<file path="src/rtl/seg14_scan_ctrl.sv">
`default_nettype none
// ============================================================================
// Module   : seg14_scan_ctrl
// Brief    : Multi-digit 14-segment scan controller with a double-buffered
//            pattern store; new content is published only at frame boundaries.
// Revision : 1.0 - initial release
// ============================================================================
module seg14_scan_ctrl #(
   parameter int DIGITS = 12,
   parameter int DWELL  = 16,
   parameter int BLANK  = 2
) (
   input  logic              clk,
   input  logic              rst,
   input  logic              enable,
   input  logic              wr_valid,
   output logic              wr_ready,
   input  logic [3:0]        wr_addr,
   input  logic [13:0]       wr_data,
   input  logic              commit,
   output logic              commit_pending,
   output logic [DIGITS-1:0] sel,
   output logic [13:0]       segm,
   output logic              frame_start
);

   localparam int                c_DW         = (DIGITS > 1) ? $clog2(DIGITS) : 1;
   localparam int                c_CW         = $clog2(DWELL + 1);
   localparam logic [c_DW-1:0]   c_DIGIT_LAST = c_DW'(DIGITS - 1);
   localparam logic [c_CW-1:0]   c_DWELL_LAST = c_CW'(DWELL - 1);
   localparam logic [4:0]        c_DIGITS     = 5'(DIGITS);
   localparam logic [DIGITS-1:0] c_SEL_ONE    = DIGITS'(1);

   typedef enum logic [0:0] {
      S_IDLE = 1'b0,
      S_SCAN = 1'b1
   } state_t;

   state_t            r_state;
   logic [c_DW-1:0]   r_digit;
   logic [c_CW-1:0]   r_dwell;
   logic [13:0]       r_back  [DIGITS];
   logic [13:0]       r_front [DIGITS];
   logic              r_pending;
   logic [DIGITS-1:0] r_sel;
   logic [13:0]       r_segm;
   logic              r_frame_start;

   state_t            w_state_nxt;
   logic [c_DW-1:0]   w_digit_nxt;
   logic [c_CW-1:0]   w_dwell_nxt;
   logic              w_wr_fire;
   logic              w_swap;
   logic              w_blank;
   logic              w_drive;
   logic [13:0]       w_segm_nxt;

   assign wr_ready       = !rst && !r_pending;
   assign commit_pending = r_pending;
   assign sel            = r_sel;
   assign segm           = r_segm;
   assign frame_start    = r_frame_start;

   assign w_wr_fire = wr_valid && wr_ready;
   assign w_swap    = r_pending &&
                      ((r_state == S_IDLE) ||
                       ((r_digit == c_DIGIT_LAST) && (r_dwell == c_DWELL_LAST)));

   // Next scan position; outputs are registered from it so they describe the
   // position the counters hold in the same cycle.
   always_comb begin
      w_state_nxt = r_state;
      w_digit_nxt = r_digit;
      w_dwell_nxt = r_dwell;
      case (r_state)
         S_IDLE: begin
            w_digit_nxt = '0;
            w_dwell_nxt = '0;
            if (enable) begin
               w_state_nxt = S_SCAN;
            end
         end
         S_SCAN: begin
            if (!enable) begin
               w_state_nxt = S_IDLE;
               w_digit_nxt = '0;
               w_dwell_nxt = '0;
            end else if (r_dwell == c_DWELL_LAST) begin
               w_dwell_nxt = '0;
               w_digit_nxt = (r_digit == c_DIGIT_LAST) ? '0 : r_digit + 1'b1;
            end else begin
               w_dwell_nxt = r_dwell + 1'b1;
            end
         end
         default: begin
            w_state_nxt = S_IDLE;
            w_digit_nxt = '0;
            w_dwell_nxt = '0;
         end
      endcase
   end

   generate
      if (BLANK == 0) begin : g_no_blank
         assign w_blank = 1'b0;
      end else begin : g_blank
         assign w_blank = (w_dwell_nxt < c_CW'(BLANK));
      end
   endgenerate

   // A swap on this edge must already be visible in the pattern it launches.
   assign w_drive    = (w_state_nxt == S_SCAN) && !w_blank;
   assign w_segm_nxt = w_swap ? r_back[w_digit_nxt] : r_front[w_digit_nxt];

   always_ff @(posedge clk) begin
      if (rst) begin
         r_state       <= S_IDLE;
         r_digit       <= '0;
         r_dwell       <= '0;
         r_pending     <= 1'b0;
         r_sel         <= '0;
         r_segm        <= '0;
         r_frame_start <= 1'b0;
         for (int i = 0; i < DIGITS; i++) begin
            r_back[i]  <= '0;
            r_front[i] <= '0;
         end
      end else begin
         r_state <= w_state_nxt;
         r_digit <= w_digit_nxt;
         r_dwell <= w_dwell_nxt;

         if (w_wr_fire && ({1'b0, wr_addr} < c_DIGITS)) begin
            r_back[wr_addr[c_DW-1:0]] <= wr_data;
         end

         if (w_swap) begin
            r_front   <= r_back;
            r_pending <= 1'b0;
         end else if (commit && !r_pending) begin
            r_pending <= 1'b1;
         end

         r_sel         <= w_drive ? (c_SEL_ONE << w_digit_nxt) : '0;
         r_segm        <= w_drive ? w_segm_nxt : '0;
         r_frame_start <= (w_state_nxt == S_SCAN) && (w_digit_nxt == '0) &&
                          (w_dwell_nxt == '0);
      end
   end

endmodule
`default_nettype wire

</file>
<file path="config.mk">
export PLATFORM = sky130hd
export DESIGN_NAME = seg14_scan_ctrl
export DESIGN_NICKNAME = d
export VERILOG_FILES = /design/src/rtl/seg14_scan_ctrl.sv
export SDC_FILE = /design/constraint.sdc
export NUM_CORES = 1
export LEC_CHECK = 0
export CORE_MARGIN = 4
export CORE_UTILIZATION = 60
export DETAILED_ROUTE_END_ITERATION = 10
export PLACE_DENSITY = 0.88
export SETUP_SLACK_MARGIN = 0.3
export SLEW_MARGIN = 20
export SYNTH_ARGS = -nofsm -noshare
export SYNTH_HDL_FRONTEND = slang
export SYNTH_SLANG_ARGS = --single-unit
export TNS_END_PERCENT = 5
</file>
<file path="constraint.sdc">
create_clock -name clk -period 6.6 [get_ports clk]
set_clock_uncertainty 0.05 [all_clocks]
set_input_delay 0.99 -clock clk [delete_from_list [all_inputs] [get_ports clk]]
set_output_delay 0.99 -clock clk [all_outputs]
set_load 0.05 [all_outputs]
</file>
* Yosys cells after proc, flatten, opt, wreduce, memory -nomap -nowiden
Cells that the tools add are included.
** Operators by class
- $add $sub $neg :: 2
- Order comparisons :: 5
- Eq/ne operators :: 2
- Shift operators :: 1
- Muxes and demuxes :: 18
- Bitwise logic cells :: 4
- Reductions and logical operators :: 18
** Operators with widths (number)
- $bwmux 168 :: 1
- $bmux 14 s4 :: 2
- $mux 14 :: 6
- $demux 14 s4 :: 1
- $mux 4 :: 3
- $shl 1x4->12 const A :: 1
- $ge 5x5->1 const B :: 2
- $logic_and 1x1->1 :: 10
- $mux 5 :: 2
- $not 4->5 :: 2
- $pmux 5 s2 :: 1
- $pmux 4 s2 :: 1
- $add 5x1->5 const B :: 1
- $eq 5x4->1 const B :: 1
- $logic_not 5->1 :: 1
- $lt 5x1->1 const B :: 1
- $lt 5x2->1 const B :: 1
- $add 4x1->4 const B :: 1
- $eq 4x4->1 const B :: 1
- $logic_not 4->1 :: 1
- $lt 4x4->1 const B :: 1
- $reduce_or 2->1 :: 2
- $logic_not 1->1 :: 3
- $not 1->1 :: 2
- other kinds (2) :: 2
** Word-level totals
- Bits in registers :: 374
- Bits of input ports :: 23
- Output and inout bits :: 29

* Depth between registers and ports, before layout
Gate-level depths: netlist of the first run.
- Word-level depth :: 10
- Gate-level depth with buffers :: 11
- Depth with buffers taken out :: 7

* Worst setup path before layout of the first run
Ideal clock, no wire load.
- Path kind :: in2reg
- From :: input port rst
- To :: register r_back[31] (netlist bit)
- Setup time :: 0.128 ns
- Arrival :: 3.214 ns
- Data required time :: 6.422 ns
- Setup slack :: 3.209 ns
- Cell stages on the path :: 8
- Path buffers :: 2
- Path through :: clkbuf_1 > nor2_1 > and3_1 > nand3b_1 > nor2_1 > buf_2 > mux2i_1 > nor2_1
** Between the ends
- Cells in the longest elaborated chain, start to end :: 4
** RTL lines
- from (decl) :: line 14 : input logic rst,
- $logic_not 1->1 :: line 58 : assign wr_ready = !rst && !r_pending;
- $logic_and 1x1->1 :: line 58
- via wr_ready :: line 17 : output logic wr_ready,
- $logic_and 1x1->1 :: line 64 : assign w_wr_fire = wr_valid && wr_ready;
- $logic_and 1x1->1 :: line 133 : if (w_wr_fire && ({1'b0, wr_addr} < c_DIGITS)) begin
- to (signal, indexed assignment) :: line 134 : r_back[wr_addr[c_DW-1:0]] <= wr_data;
- to (decl) :: line 42 : logic [13:0] r_back [DIGITS];
The timed path passes the listed nets, and every way through them passes these cells.
A chain may end at the register's enable or synchronous reset.

* Worst setup path in the final report of the first run
- From :: input port enable
- To :: register r_segm[3] (netlist: segm[3])
** Between the ends
- Cells in the longest elaborated chain, start to end :: 7
- Elaborated cells on any way between the ends :: 18
- Classes of those cells :: order compare (1); mux (12); bitwise (2); reduce/logical (3)
** RTL lines
- from (decl) :: line 15 : input logic enable,
- $mux 4 / $mux 5 (equally long branches) :: line 84 : if (!enable) begin
- $pmux 4 s2 / $pmux 5 s2 (equally long branches) :: line 75 : case (r_state)
- $not 4->5 (implied by the code) / $lt 5x2->1 (equally long branches) :: line 113, 107
- $bmux 14 s4 / $logic_not 1->1 (equally long branches) :: line 113, 112
- $mux 14 (implied by the code) / $logic_and 1x1->1 (equally long branches) :: line 113, 112
- $mux 14 (implied by the code) / $not 1->1 (equally long branches)
- $mux 14 / $reduce_or 2->1 (equally long branches)
- to (signal assigned) :: line 145 : r_segm <= w_drive ? w_segm_nxt : '0;
- to (decl) :: line 46 : logic [13:0] r_segm;
Several ways; a longest one is shown, not always the timed one. The select of a mux whose other input is x is not followed.

==> reports/summary.json, run 1 <==
{
  "outcome": {"value": "finished clean"},
  "timing.max_cap.violations": {"value": 0},
  "grt_first_pass_wirelength": {"value": 67.0, "unit": "mm"},
  "post-route-util": {"value": 0.691},
  "power.switching_fraction": {"value": 0.226},
  "cts_max_level": {"value": 2},
  "post_detail_place_hpwl": {"value": 25.4, "unit": "mm"},
  "drt-wirelength-per-cell": {"value": 20.8, "unit": "µm"},
  "synth_area_per_cell": {"value": 8.52, "unit": "µm²"},
  "area_growth_syn_to_fin": {"value": 11.9, "unit": "%"},
  "grt_start_max_net_pins": {"value": 187},
  "hold_viol": {"value": 0},
  "post_cts_hold_buffer_count": {"value": 0},
  "finalHoldWorstSlack": {"value": 0.381, "unit": "ns"},
  "cts_inserted_buffers": {"value": 37},
  "initial_utilization": {"value": 0.617},
  "core_area": {"value": 24600, "unit": "µm²"},
  "fin_nets": {"value": 1758},
  "grt_pass1_vias": {"value": 12451},
  "synthCells": {"value": 1783},
  "gr-usage-all-layers": {"value": 0.295},
  "gp_congestion": {"value": 0.912},
  "ys.warnings.count": {"value": 0},
  "rows": {"value": 57},
  "clkLatencyLatePin": {"value": 0.55, "unit": "ns"},
  "max-vdd-ir-drop": {"value": 0.189, "unit": "mV"},
  "power_leakage": {"value": 5.67, "unit": "nW"},
  "initial_antenna_violation_count": {"value": 2},
  "final_layout_size_suffix_gt1_frac": {"value": 0.0671},
  "pwr-share-clk": {"value": 0.465},
  "synthDominantAreaCellType": {"value": "sky130_fd_sc_hd__dfxtp_1"},
  "yosysMostFrequentCell": {"value": "sky130_fd_sc_hd__nand2_1"},
  "dr_iter_0_viols": {"value": 2039},
  "max_stage_delay": {"value": 0.76, "unit": "ns"},
  "min_period": {"value": 3.81, "unit": "ns"},
  "cts_tree": {"value": "done"},
  "max_freq": {"value": 0.263, "unit": "GHz"},
  "report.final.setup_viol": {"value": 0},
  "post_route_fraction_of_the_period_consumed_by_the_critical_path": {"value": 0.577},
  "worst_slew_margin_rel": {"value": 0.157},
  "die_h": {"value": 167, "unit": "µm"},
  "synth_commonest_cells": {"value": "sky130_fd_sc_hd__nand2_1 (390), sky130_fd_sc_hd__dfxtp_1 (374), sky130_fd_sc_hd__a21oi_1 (223), sky130_fd_sc_hd__nor2_1 (174), sky130_fd_sc_hd__mux2i_1 (172)"},
  "top_level_ports": {"value": 52},
  "total_power": {"value": 0.00460, "unit": "W"},
  "final_max_slew_viol_count": {"value": 0},
  "ys_seq_area_frac": {"value": 0.493},
  "port_buffers": {"value": 51},
  "critPathSlowestCell": {"value": "sky130_fd_sc_hd__a31o_2"},
  "drt_pass1_iterations": {"value": 7},
  "rsz0062_at_grt": {"value": "no"},
  "synth_edf_count": {"value": 0},
  "seqPwrFrac": {"value": 0.494},
  "start_kind": {"value": "primary input"},
  "synth-seq-cells": {"value": 374},
  "clkTransAtPathRegs": {"value": 0.07, "unit": "ns"},
  "yosys.area.top_type_share": {"value": 0.493},
  "worst_slew_pin_slew": {"value": 1.26, "unit": "ns"},
  "cts_num_sinks": {"value": 374},
  "async_flop_share": {"value": 0},
  "root_buffer_master": {"value": "sky130_fd_sc_hd__clkbuf_16"},
  "yosys.cell_types.count": {"value": 55},
  "synth_fp_nets": {"value": 1808},
  "critPathArrivalTime": {"value": 4.21, "unit": "ns"},
  "power.density_cell_area": {"value": 271, "unit": "nW/µm²"},
  "cp_max_fo": {"value": 30},
  "final_critical_path_setup_slack": {"value": 2.79, "unit": "ns"},
  "power.switching": {"value": 0.00104, "unit": "W"},
  "viasPerCell": {"value": 6.38},
  "num_vias": {"value": 13299},
  "critPathKind": {"value": "in2reg"},
  "ys_dominant_reg_cell": {"value": "sky130_fd_sc_hd__dfxtp_1"},
  "design.die.area": {"value": 27900, "unit": "µm²"},
  "antenna_viol_nets_final": {"value": 0},
  "endpoint_kind": {"value": "flop"},
  "timing.critical_path.cells": {"value": "clkdlybuf4s50_1 > nand2_1 > nor4_1 > a31o_2 > mux2_2 > o32a_1 > o211ai_1"},
  "detail_route.wirelength": {"value": 43.3, "unit": "mm"},
  "fp.dieW": {"value": 167, "unit": "µm"},
  "post_synth_main_area_contributors": {"value": "sky130_fd_sc_hd__dfxtp_1 (49%), sky130_fd_sc_hd__mux2i_1 (11%), sky130_fd_sc_hd__nand2_1 (9.6%), sky130_fd_sc_hd__a21oi_1 (7.4%), sky130_fd_sc_hd__nor2_1 (4.3%)"},
  "cell_internal_pwr": {"value": 0.00356, "unit": "W"},
  "syn_area": {"value": 15200, "unit": "µm²"},
  "combinationalPowerShare": {"value": 0.041},
  "cts-resized-gates": {"value": 0},
  "place_ws": {"value": 2.27, "unit": "ns"},
  "hold_path_class": {"value": "reg2reg"},
  "clock_path_buffers": {"value": 3},
  "critical_path_required": {"value": 7.01, "unit": "ns"},
  "remaining_drc_errors": {"value": 0},
  "setup_total_negative_slack": {"value": 0, "unit": "ns"},
  "post-cts-setup-buffers": {"value": 0},
  "grt_overflow": {"value": 0}
}
stage by stage:
| step | cell area [µm²] | std cells |
|---|---|---|
| 6_report | 17000 | 2085 |
| 5_1_grt | 17000 | 2085 |
| 4_1_cts | 16900 | 2082 |
| 3_5_place_dp | 15700 | 2017 |
| 3_3_place_gp | 15700 | 2017 |
| 2_1_floorplan | 15200 | 1783 |
per-layer routing:
layer  up-vias  track usage  wire, µm
met5         -            0         0
met2       791        0.461     19800
li1       6028            -         -
met1      6323        0.397     17100
met4         0        0.133      1690
met3       157       0.0593      4650
path summary, 6_finish.rpt:
path	slack, ns	cells after the start	to	from
worst max register to register	2.93	6	segm[0]$_SDFF_PP0_	r_dwell[0]$_SDFF_PP0_
worst max-delay path	2.79	7	segm[3]$_SDFF_PP0_	enable
worst min register to register	0.38	2	r_front[64]$_SDFFE_PP0P_	r_back[64]$_SDFFE_PP0P_
worst min-delay path	0.38	2	r_front[64]$_SDFFE_PP0P_	r_back[64]$_SDFFE_PP0P_
cell usage in the layout (no fill, tap or decap), drive strengths merged, types with 36 or more instances in the layout:
cell / synthesis / final
a21oi: 223 / 223
clkbuf: 119 / 56
clkdlybuf4s50: 0 / 50
dfxtp: 374 / 374
mux2i: 172 / 172
nand2: 390 / 390
nor2: 174 / 174
o211ai: 36 / 36
o21ai: 86 / 86
area by class of cell:
class | instances | area [µm²]
Inverter | 4 | 15.0
Tap cell | 324 | 405
Multi-Input combinational cell | 1245 | 7130
Timing Repair Buffer | 71 | 711
Antenna cell | 2 | 5.00
Sequential cell | 374 | 7490
Fill cell | 1770 | 7610
Clock buffer | 56 | 1120
Clock inverter | 9 | 121
power by group through the flow:
stage / registers, W / logic [W] / clock network, W
finish: 0.00227 / 0.000190 / 0.00214
global route: 0.00227 / 0.000198 / 0.00223
CTS: 0.00227 / 0.000183 / 0.00214
detailed placement: 0.00232 / 0.000182 / 0
global placement: 0.00232 / 0.000180 / 0
floorplan: 0.00232 / 0.000119 / 0
critical path: cells and delay by family:
kind                   cells  cell delay (ns)
buffers and inverters      1             0.59
AO/OA/AOI/OAI              3             1.28
AND/OR/NAND/NOR            2             0.93
multiplexers               1             0.41
state kept, by name (all words and copies together) (netlist names):
| register | flops |
|---|---|
| sel | 12 |
| r_front | 168 |
| r_digit | 4 |
| segm | 14 |
| r_state | 1 |
| frame_start | 1 |
| commit_pending | 1 |
| r_back | 168 |
| r_dwell | 5 |
kinds of logic after synthesis:
group                      Yosys count  synth area share
DFF                                374             0.493
adders and majority gates            2           0.00165
AOI/OAI and AO/OA                  420             0.165
buffers and inverters              164            0.0448
and+or+nand+nor                    631             0.168
muxes                              188             0.125
xor gates and xnor gates             4           0.00231
No activity file was read; power rests on OpenSTA's default activity.
==> inputs of run 2 (changes only) <==
--- a/config.mk
+++ b/config.mk
@@ -6,9 +6,9 @@
 export NUM_CORES = 1
 export LEC_CHECK = 0
 export CORE_MARGIN = 4
-export CORE_UTILIZATION = 60
+export CORE_UTILIZATION = 55
 export DETAILED_ROUTE_END_ITERATION = 10
-export PLACE_DENSITY = 0.88
+export PLACE_DENSITY = 0.86
 export SETUP_SLACK_MARGIN = 0.3
 export SLEW_MARGIN = 20
 export SYNTH_ARGS = -nofsm -noshare
==> constraint.sdc (replaced) <==
create_clock -name clk -period 3.4 [get_ports clk]
set_clock_uncertainty 0.05 [all_clocks]
set_input_delay 0.51 -clock clk [delete_from_list [all_inputs] [get_ports clk]]
set_output_delay 0.51 -clock clk [all_outputs]
set_load 0.05 [all_outputs]
==> run 2 against run 1 <==
Clock power increased by 110%; hold slack worse by 0.24 ns; via count grew 2.4%; cell count rose by 2.7%; first-iteration DRC count grew 5.9%; global-route usage down 1.3 points; non-clock buffer count grew 36; critical path depth grew 1; sequential power rose by 94%; setup slack worse by 2.5 ns; core utilization shrank 4.6 points.
==> reports/summary.json, run 2 (synthesized netlist as in run 1, its figures left out) <==
{
  "cts-resized-gates": {"value": 0, "change": "unchanged"},
  "start_kind": {"value": "flop"},
  "critPathArrivalTime": {"value": 3.47, "unit": "ns", "change": "-0.74 ns"},
  "seqPwrFrac": {"value": 0.474, "change": "-0.020"},
  "final_max_slew_viol_count": {"value": 0, "change": "unchanged"},
  "port_buffers": {"value": 51, "change": "unchanged"},
  "power.switching_fraction": {"value": 0.223, "change": "-0.00280"},
  "rrSetupSlack": {"value": 0.28, "unit": "ns", "change": "-2.65 ns"},
  "finalHoldWorstSlack": {"value": 0.138, "unit": "ns", "change": "-0.244 ns"},
  "clkTransAtPathRegs": {"value": 0.06, "unit": "ns", "change": "about the same"},
  "post_detail_place_hpwl": {"value": 27.5, "unit": "mm", "change": "+8.0%"},
  "design.die.area": {"value": 30300, "unit": "µm²", "change": "+8.6%"},
  "top_level_ports": {"value": 52, "change": "unchanged"},
  "pwr-share-clk": {"value": 0.484, "change": "+0.019"},
  "clkLatencyLatePin": {"value": 0.54, "unit": "ns", "change": "about the same"},
  "remaining_drc_errors": {"value": 0, "change": "unchanged"},
  "power.switching": {"value": 0.00207, "unit": "W", "change": "+100%"},
  "post_route_fraction_of_the_period_consumed_by_the_critical_path": {"value": 0.917},
  "cell_internal_pwr": {"value": 0.00722, "unit": "W", "change": "+100%"},
  "cts_max_level": {"value": 2, "change": "unchanged"},
  "max_freq": {"value": 0.321, "unit": "GHz"},
  "grt_start_max_net_pins": {"value": 260, "change": "+39%"},
  "power_leakage": {"value": 5.90, "unit": "nW", "change": "+4.1%"},
  "cts_num_sinks": {"value": 374, "change": "unchanged"},
  "final_layout_size_suffix_gt1_frac": {"value": 0.0900, "change": "+0.0229"},
  "detail_route.wirelength": {"value": 44.7, "unit": "mm", "change": "+3.3%"},
  "critical_path_required": {"value": 3.75, "unit": "ns", "change": "-3.26 ns"},
  "worst_slew_margin_rel": {"value": 0.140, "change": "-0.0175"},
  "power.density_cell_area": {"value": 533, "unit": "nW/µm²", "change": "+97%"},
  "total_power": {"value": 0.00929, "unit": "W", "change": "+100%"},
  "outcome": {"value": "finished clean"},
  "initial_utilization": {"value": 0.562, "change": "-0.0553"},
  "setup_total_negative_slack": {"value": 0, "unit": "ns", "change": "unchanged"},
  "post_cts_hold_buffer_count": {"value": 0, "change": "unchanged"},
  "endpoint_kind": {"value": "flop"},
  "hold_path_class": {"value": "in2reg"},
  "clock_path_buffers": {"value": 3, "change": "unchanged"},
  "fin_nets": {"value": 1795, "change": "+2.1%"},
  "viasPerCell": {"value": 6.36, "change": "-0.33%"},
  "post-cts-setup-buffers": {"value": 0, "change": "unchanged"},
  "timing.max_cap.violations": {"value": 0, "change": "unchanged"},
  "layout_commonest_cell": {"value": "sky130_fd_sc_hd__nand2_1"},
  "min_period": {"value": 3.12, "unit": "ns"},
  "cp_max_fo": {"value": 27, "change": "-10%"},
  "gp_congestion": {"value": 0.942, "change": "+3.3%"},
  "cts_inserted_buffers": {"value": 38, "change": "+2.7%"},
  "hold_viol": {"value": 0, "change": "unchanged"},
  "max-vdd-ir-drop": {"value": 0.366, "unit": "mV", "change": "+94%"},
  "fp.dieW": {"value": 174, "unit": "µm", "change": "+4.2%"},
  "num_vias": {"value": 13618, "change": "+2.4%"},
  "initial_antenna_violation_count": {"value": 1, "change": "-1"},
  "core_area": {"value": 27000, "unit": "µm²", "change": "+9.8%"},
  "grt_first_pass_wirelength": {"value": 69.5, "unit": "mm", "change": "+3.7%"},
  "drt_pass1_iterations": {"value": 8, "change": "+1"},
  "root_buffer_master": {"value": "sky130_fd_sc_hd__clkbuf_16"},
  "area_growth_syn_to_fin": {"value": 14.7, "unit": "%"},
  "cts_tree": {"value": "done"},
  "worst_slew_pin_slew": {"value": 1.29, "unit": "ns", "change": "+0.0293 ns"},
  "dr_iter_0_viols": {"value": 2159, "change": "+5.9%"},
  "drt-wirelength-per-cell": {"value": 20.9, "unit": "µm", "change": "+0.53%"},
  "gr-usage-all-layers": {"value": 0.281, "change": "-0.0133"},
  "grt_overflow": {"value": 0, "change": "unchanged"},
  "die_h": {"value": 174, "unit": "µm", "change": "+4.2%"},
  "max_stage_delay": {"value": 0.58, "unit": "ns", "change": "-0.18 ns"},
  "critPathKind": {"value": "reg2reg"},
  "rsz0062_at_grt": {"value": "yes"},
  "grt_pass1_vias": {"value": 12864, "change": "+3.3%"},
  "critPathSlowestCell": {"value": "sky130_fd_sc_hd__mux2i_4"},
  "highest_count_cells_in_the_layout_ignoring_fill_and_taps": {"value": "sky130_fd_sc_hd__nand2_1 (389), sky130_fd_sc_hd__dfxtp_1 (374), sky130_fd_sc_hd__a21oi_1 (223), sky130_fd_sc_hd__mux2i_1 (171), sky130_fd_sc_hd__nor2_1 (168)"},
  "timing.critical_path.cells": {"value": "ha_1 > and4b_2 > mux2i_4 > buf_12 > mux2i_1 > o2111ai_1 > nand4_1 > o211ai_1"},
  "combinationalPowerShare": {"value": 0.042, "change": "about the same"},
  "post-route-cell-area": {"value": 17400, "unit": "µm²", "change": "+2.5%"},
  "antenna_viol_nets_final": {"value": 0, "change": "unchanged"},
  "filler_cell_count": {"value": 2018, "change": "+14%"},
  "report.final.setup_viol": {"value": 0, "change": "unchanged"},
  "placed_cell_area": {"value": 16000, "unit": "µm²", "change": "+2.0%"},
  "rows": {"value": 60, "change": "+5.3%"}
}
==> run 2: cell types whose count changed in the layout (fill, tap and decap cells not counted), moves of 4 or more <==
| cell | before | now |
|---|---|---|
| sky130_fd_sc_hd__buf_12 | 2 | 6 |
| sky130_fd_sc_hd__buf_4 | 17 | 50 |
| sky130_fd_sc_hd__bufinv_16 | 2 | 6 |
| sky130_fd_sc_hd__clkinvlp_4 | 0 | 5 |
| sky130_fd_sc_hd__nor2_2 | 2 | 6 |
==> run 2: worst paths after layout <==
check	cells after the start	start	to
worst max-delay path	8	r_dwell[0]$_SDFF_PP0_	segm[3]$_SDFF_PP0_
worst min-delay path	2	rst	r_state$_SDFF_PP0_
worst max register to register	8	r_dwell[0]$_SDFF_PP0_	segm[3]$_SDFF_PP0_
worst min register to register	2	r_back[36]$_SDFFE_PP0P_	r_front[36]$_SDFFE_PP0P_
==> run 2: stage by stage <==
stage          utilization  worst slack, ns  std cells
5_1_grt              0.645            0.217       2142
3_5_place_dp         0.593            0.361       2069
3_3_place_gp         0.593            0.475       2069
2_1_floorplan            -            0.489       1783
6_report             0.645            0.281       2142
4_1_cts              0.644            0.330       2139
==> run 2: final cells by class <==
cell class	instances	area, µm²	share of cell area
Clock buffer	51	1090	0.0626
Multi-Input combinational cell	1245	7110	0.408
Timing Repair Buffer	107	1010	0.0580
Inverter	4	15.0	0.000862
Clock inverter	19	284	0.0163
Antenna cell	1	2.50	0.000144
Tap cell	341	427	0.0245
Sequential cell	374	7490	0.430
==> run 2: power by group through the flow <==
stage	Clock (W)	Sequential (W)	Combinational (W)
finish	0.00450	0.00441	0.000386
CTS	0.00452	0.00441	0.000372
detailed placement	0	0.00451	0.000369
global route	0.00469	0.00441	0.000403
global placement	0	0.00450	0.000364
floorplan	0	0.00451	0.000231
==> run 2: critical path: cells and delay by family (launching register included) <==
family	cells	cell delay (ns)
buffers and inverters	1	0.29
AND/OR/NAND/NOR	2	0.71
multiplexers	2	0.84
flip-flops	1	0.39
AO/OA/AOI/OAI	2	0.38
adder cells (fa/ha/maj)	1	0.29
==> run 2: routing by layer <==
metal,up-vias,routed length [µm],GRT usage
li1,6118,-,-
met1,6480,17600,0.370
met2,850,20200,0.445
met3,170,4750,0.0574
met4,0,2170,0.137
met5,-,0,0
